===== src/rtl/divide_arbiter.sv =====
// Round-robin front end that shares one pipelined divider between N_REQ requesters.
// An in-order tag FIFO remembers who issued each divide so quotients are routed back.
module divide_arbiter #(
    parameter int N_REQ     = 4,
    parameter int D_WIDTH   = 32,
    parameter int Q_BITS    = 10,
    parameter int MAX_OUTST = 16,
    parameter int TAG_W     = $clog2(N_REQ)
) (
    input  logic                         clock,
    input  logic                         reset,
    input  logic [N_REQ-1:0]             req_valid,
    output logic [N_REQ-1:0]             req_ready,
    input  logic [N_REQ*D_WIDTH-1:0]     req_dividend,
    input  logic [N_REQ*D_WIDTH-1:0]     req_divisor,
    output logic [N_REQ-1:0]             res_valid,
    output logic [D_WIDTH-1:0]           res_quotient,
    output logic                         res_div0,
    output logic                         div_valid_in,
    output logic [D_WIDTH-1:0]           div_dividend,
    output logic [D_WIDTH-1:0]           div_divisor,
    input  logic                         div_valid_out,
    input  logic [D_WIDTH-1:0]           div_quotient,
    output logic [$clog2(MAX_OUTST):0]   outstanding,
    output logic                         err_underflow
);

    localparam int AW = $clog2(MAX_OUTST);
    localparam int CW = AW + 1;
    localparam logic [CW-1:0] FULL_COUNT = CW'(MAX_OUTST);

    generate
        if (N_REQ < 2 || (MAX_OUTST & (MAX_OUTST - 1)) != 0 || Q_BITS >= D_WIDTH) begin : g_bad_params
            $error("divide_arbiter: illegal parameter combination");
        end
    endgenerate

    logic [D_WIDTH-1:0] dividend_arr [N_REQ];
    logic [D_WIDTH-1:0] divisor_arr  [N_REQ];

    generate
        for (genvar gi = 0; gi < N_REQ; gi++) begin : g_unpack
            assign dividend_arr[gi] = req_dividend[gi*D_WIDTH +: D_WIDTH];
            assign divisor_arr[gi]  = req_divisor[gi*D_WIDTH +: D_WIDTH];
        end
    endgenerate

    // Tag entry layout: {requester id, divisor_was_zero}
    logic [TAG_W:0]       tag_mem [MAX_OUTST];

    logic [TAG_W-1:0]     ptr_q, ptr_d;
    logic [AW-1:0]        wr_ptr_q, wr_ptr_d;
    logic [AW-1:0]        rd_ptr_q, rd_ptr_d;
    logic [CW-1:0]        count_q, count_d;
    logic [N_REQ-1:0]     res_valid_q, res_valid_d;
    logic [D_WIDTH-1:0]   res_quotient_q, res_quotient_d;
    logic                 res_div0_q, res_div0_d;
    logic                 div_valid_in_q, div_valid_in_d;
    logic [D_WIDTH-1:0]   div_dividend_q, div_dividend_d;
    logic [D_WIDTH-1:0]   div_divisor_q, div_divisor_d;
    logic                 err_underflow_q, err_underflow_d;

    logic                 grant_found;
    logic [TAG_W-1:0]     grant_idx;
    logic [TAG_W-1:0]     cand_idx;
    logic                 grant_div0;
    int                   cand;
    logic                 fifo_empty;
    logic                 pop;
    logic [TAG_W:0]       head;
    logic [TAG_W-1:0]     head_id;
    logic                 head_z;

    assign fifo_empty = (count_q == '0);
    assign pop        = div_valid_out && !fifo_empty;
    assign head       = tag_mem[rd_ptr_q];
    assign head_id    = head[TAG_W:1];
    assign head_z     = head[0];

    // Rotating priority search starting at ptr_q; no grant at all while full.
    always_comb begin
        grant_found = 1'b0;
        grant_idx   = '0;
        cand        = 0;
        cand_idx    = '0;
        req_ready   = '0;
        if (count_q < FULL_COUNT) begin
            for (int k = 0; k < N_REQ; k++) begin
                cand = int'(ptr_q) + k;
                if (cand >= N_REQ) begin
                    cand = cand - N_REQ;
                end
                cand_idx = TAG_W'(cand);
                if (!grant_found && req_valid[cand_idx]) begin
                    grant_found = 1'b1;
                    grant_idx   = cand_idx;
                end
            end
        end
        if (grant_found) begin
            req_ready[grant_idx] = 1'b1;
        end
    end

    assign grant_div0 = (divisor_arr[grant_idx] == '0);

    always_comb begin
        ptr_d           = ptr_q;
        wr_ptr_d        = wr_ptr_q;
        rd_ptr_d        = rd_ptr_q;
        count_d         = count_q;
        div_valid_in_d  = grant_found;
        div_dividend_d  = div_dividend_q;
        div_divisor_d   = div_divisor_q;
        res_valid_d     = '0;
        res_quotient_d  = res_quotient_q;
        res_div0_d      = 1'b0;
        err_underflow_d = err_underflow_q;

        if (grant_found) begin
            div_dividend_d = dividend_arr[grant_idx];
            div_divisor_d  = divisor_arr[grant_idx];
            wr_ptr_d       = wr_ptr_q + AW'(1);
            ptr_d          = (grant_idx == TAG_W'(N_REQ - 1)) ? '0 : grant_idx + TAG_W'(1);
        end

        if (pop) begin
            rd_ptr_d             = rd_ptr_q + AW'(1);
            res_valid_d[head_id] = 1'b1;
            res_quotient_d       = div_quotient;
            res_div0_d           = head_z;
        end else if (div_valid_out) begin
            err_underflow_d = 1'b1;
        end

        unique case ({grant_found, pop})
            2'b10:   count_d = count_q + CW'(1);
            2'b01:   count_d = count_q - CW'(1);
            default: count_d = count_q;
        endcase
    end

    always_ff @(posedge clock) begin
        if (grant_found) begin
            tag_mem[wr_ptr_q] <= {grant_idx, grant_div0};
        end
    end

    always_ff @(posedge clock) begin
        if (reset) begin
            ptr_q           <= '0;
            wr_ptr_q        <= '0;
            rd_ptr_q        <= '0;
            count_q         <= '0;
            res_valid_q     <= '0;
            res_quotient_q  <= '0;
            res_div0_q      <= 1'b0;
            div_valid_in_q  <= 1'b0;
            div_dividend_q  <= '0;
            div_divisor_q   <= '0;
            err_underflow_q <= 1'b0;
        end else begin
            ptr_q           <= ptr_d;
            wr_ptr_q        <= wr_ptr_d;
            rd_ptr_q        <= rd_ptr_d;
            count_q         <= count_d;
            res_valid_q     <= res_valid_d;
            res_quotient_q  <= res_quotient_d;
            res_div0_q      <= res_div0_d;
            div_valid_in_q  <= div_valid_in_d;
            div_dividend_q  <= div_dividend_d;
            div_divisor_q   <= div_divisor_d;
            err_underflow_q <= err_underflow_d;
        end
    end

    assign res_valid     = res_valid_q;
    assign res_quotient  = res_quotient_q;
    assign res_div0      = res_div0_q;
    assign div_valid_in  = div_valid_in_q;
    assign div_dividend  = div_dividend_q;
    assign div_divisor   = div_divisor_q;
    assign outstanding   = count_q;
    assign err_underflow = err_underflow_q;

endmodule


===== config.mk =====
export PLATFORM = sky130hd
export DESIGN_NAME = divide_arbiter
export DESIGN_NICKNAME = d
export VERILOG_FILES = /design/src/rtl/divide_arbiter.sv
export SDC_FILE = /design/constraint.sdc
export NUM_CORES = 1
export LEC_CHECK = 0
export BUFFER_PORTS_ARGS = -buffer_cell sky130_fd_sc_hd__buf_2
export CAP_MARGIN = 20
export CORE_AREA = 3 3 155 157
export CTS_BUF_LIST = sky130_fd_sc_hd__clkbuf_16
export CTS_CLUSTER_SIZE = 28
export DETAILED_ROUTE_END_ITERATION = 8
export DIE_AREA = 0 0 158 160
export PLACE_DENSITY = 0.66
export SLEW_MARGIN = 20
export SYNTH_ARGS = -nofsm -noshare
export SYNTH_HDL_FRONTEND = slang
export SYNTH_SLANG_ARGS = --single-unit
export TNS_END_PERCENT = 20

===== constraint.sdc =====
create_clock -name clock -period 4 [get_ports clock]
set_input_delay 0.8 -clock clock [delete_from_list [all_inputs] [get_ports clock]]
set_output_delay 0.8 -clock clock [all_outputs]
set_load 0.05 [all_outputs]

==> impl_metrics.json <==
{
  "r2r_setup_slack_ns": 1.00,
  "power_density_nw_per_um2": 704.0,
  "clock_latency_ns": 0.43,
  "p_sw_share_pct": 46.27,
  "maxCapViolations": 0,
  "endpoint_kind": "output pin",
  "ctsResizeCount": 0,
  "critPathMostFrequentCell": "buf_2",
  "netlist_area_um2": 8444,
  "critPathMaxStageDelay_ns": 0.27,
  "worstMarginPinSlew_ns": 1.029,
  "routedWlPerCell_um": 18.21,
  "die_area_um2": 25280,
  "drcViolationCount": 0,
  "synth_fp_nets": 1220,
  "outcome": "finished, final reports clean",
  "clockPowerShare_pct": 19.7,
  "fp.dieH_um": 160,
  "slew_headroom_pct": 31.41,
  "arrival_ns": 2.73,
  "wl_mm": 28.99,
  "power.total_mw": 7.954,
  "core_um2": 22640,
  "timing.final.crit_share_pct": 88.14,
  "setup_tns_ns": 0,
  "vias_per_cell": 5.124,
  "rsz0062_at_grt": "false",
  "cts_buffers": 17,
  "rows": 55,
  "yosysUniqueCellTypes": 43,
  "mostFrequentLayoutCells": "buf_2 (405), nand2_1 (205), dfxtp_1 (122)",
  "start_util_pct": 37.30,
  "ys_ff_latch": 170,
  "cp_slowest_cell": "a211oi_4",
  "drive_gt1_share_pct": 37.05,
  "syn_avg_cell_area_um2": 9.269,
  "ant_nets": 0,
  "final_common_cell": "buf_2",
  "grt_pass1_vias": 7909,
  "root_buffer": "clkbuf_16",
  "cts_sinks": 170,
  "grt_usage_pct": 21.86,
  "vias": 8157,
  "crit_fanout": 33,
  "layout.nets": 1597,
  "synth-edff-count": 48,
  "grt_max_degree": 89,
  "fin_skew_ns": 0.01412,
  "hold_slack_ns": 0.4486,
  "finalHoldViolCount": 0,
  "dp_slack_ns": 0.4643,
  "dieWidth_um": 158,
  "start_kind": "input port",
  "synth.yosys.seq_area_share_pct": 45.99,
  "grt.overflow.total": 0,
  "hold_path.class": "register to register",
  "synth_warnings": 0,
  "post_cts.repair.setup_buffers": 0,
  "antenna_found_initial": 9,
  "synth_async_sr_flop_share_pct": 0,
  "drtPass1Iterations": 5,
  "num_io_pins": 407,
  "hold_buffers": 0,
  "portBuffers": 406,
  "total_leakage_power_nw": 5.163,
  "pwr-share-comb_pct": 50.2,
  "power.internal_mw": 4.274,
  "required_ns": 3.20,
  "slew_viol_final": 0,
  "timing.fmax_mhz": 283.6,
  "power.switching_mw": 3.681,
  "cts_max_level": 4,
  "crit_chain": "buf_2 -> nor2_1 -> a21oi_4 -> clkinv_2 -> a211oi_4 -> buf_12 -> buf_4 -> inv_1 -> ha_1 -> and2_1 -> buf_2",
  "clock_path_buffers": 2,
  "syn-instance-count": 911,
  "min_period_ns": 3.526,
  "finalWeightedCongestion": 0.9464,
  "crit_type": "input port to output pin",
  "clk_pin_slew_ns": 0.07,
  "setup_viol": 0,
  "area_growth_pct": 33.80,
  "post-route-worst-setup-slack_ns": 0.4742,
  "power_frac_seq_pct": 30.1,
  "first_iter_violations": 512,
  "cts_tree": "yes",
  "post-route-util_pct": 49.90,
  "grt_first_pass_wirelength_mm": 42.89,
  "ir_drop_v": 0.0003438,
  "synth_flop_cell": "dfxtp_1",
  "hpwl_mm": 22.45
}
## state kept, by name (all words and copies together) (netlist names), 4 cells and up, named ones only
register and flops:
tag_mem 48, div_dividend 32, div_divisor 32, res_quotient 32
outstanding 5, rd_ptr_q 4, res_valid 4, wr_ptr_q 4
## worst paths after layout
kind                                      start         endpoint  depth (start not counted)
worst max register to register         ptr_q[0]    tag_mem[0][0]                         10
worst min register to register  res_quotient[2]  res_quotient[2]                          2
worst min-delay path            res_quotient[2]  res_quotient[2]                          2
worst max-delay path               req_valid[3]     req_ready[0]                         11
## power by group through the flow
stage / logic, mW / registers [mW] / clock network (mW)
after detailed placement: 4.02 / 2.43 / 0
after global routing: 4.30 / 2.44 / 1.66
after global placement: 3.97 / 2.42 / 0
after CTS: 4.03 / 2.39 / 1.60
after floorplan: 2.02 / 3.38 / 0
final: 3.99 / 2.39 / 1.57
## worst max-delay path, delay by kind of cell
kind | cells | cell delay [ns]
buffers and inverters | 6 | 1.03
AND/OR/NAND/NOR | 2 | 0.25
adder cells (fa/ha/maj) | 1 | 0.18
AO/OA/AOI/OAI | 2 | 0.43
## per-layer routing
metal	track usage, %	part of all wire (%)	up-vias
met4	7.978	2.5	8
met3	5.908	7.6	48
met2	37.29	49	350
met5	0	0.19	-
met1	26.29	40	3768
li1	-	-	3983
## Yosys cell counts (2+ instances only)
master | n | area share [%]
nand2b_1 | 4 | 0.30
a311oi_1 | 32 | 3.3
a21oi_1 | 107 | 6.3
inv_1 | 7 | 0.31
mux2i_1 | 98 | 12
nand4_1 | 4 | 0.30
ha_1 | 13 | 1.9
nor3_1 | 5 | 0.30
and2_1 | 5 | 0.37
nor2b_1 | 33 | 2.4
o221ai_1 | 2 | 0.21
mux4_2 | 14 | 3.7
xor2_1 | 8 | 0.83
nand2_1 | 205 | 9.1
a21o_1 | 2 | 0.18
buf_1 | 2 | 0.089
buf_6 | 5 | 0.67
buf_4 | 8 | 0.71
buf_2 | 9 | 0.53
dfxtp_1 | 122 | 29
o21ai_0 | 3 | 0.18
nor2_1 | 67 | 3.0
a211oi_1 | 33 | 2.9
xnor2_1 | 2 | 0.21
clkbuf_1 | 48 | 2.1
edfxtp_1 | 48 | 17
nor4_1 | 9 | 0.67
## kinds of logic after synthesis
family | Yosys count | synth area share (%)
multiplexers | 112 | 15.35
adder cells (fa/ha/maj) | 14 | 2.163
AND/OR/NAND/NOR | 339 | 17.05
AO/OA/AOI/OAI | 185 | 13.87
flip-flops | 170 | 45.99
XOR/XNOR | 10 | 1.037
buffers and inverters | 81 | 4.534
## layout make-up
type                            count  area [um2]
Multi-Input combinational cell    660        4209
Clock inverter                     15       133.9
Clock buffer                       17       425.4
Inverter                            9       35.03
Fill cell                        2213       11340
Antenna cell                        6       15.01
Sequential cell                   170        3884
Tap cell                          285       356.6
Timing Repair Buffer              430        2240
## per-stage QoR
stage	instance area (um2)	instances
after CTS	11280	1586
after global routing	11300	1591
final	11300	1592
after detailed placement	10720	1554
after floorplan	8444	911
after global placement	10720	1554
No activity file was read; power rests on OpenSTA's default activity.
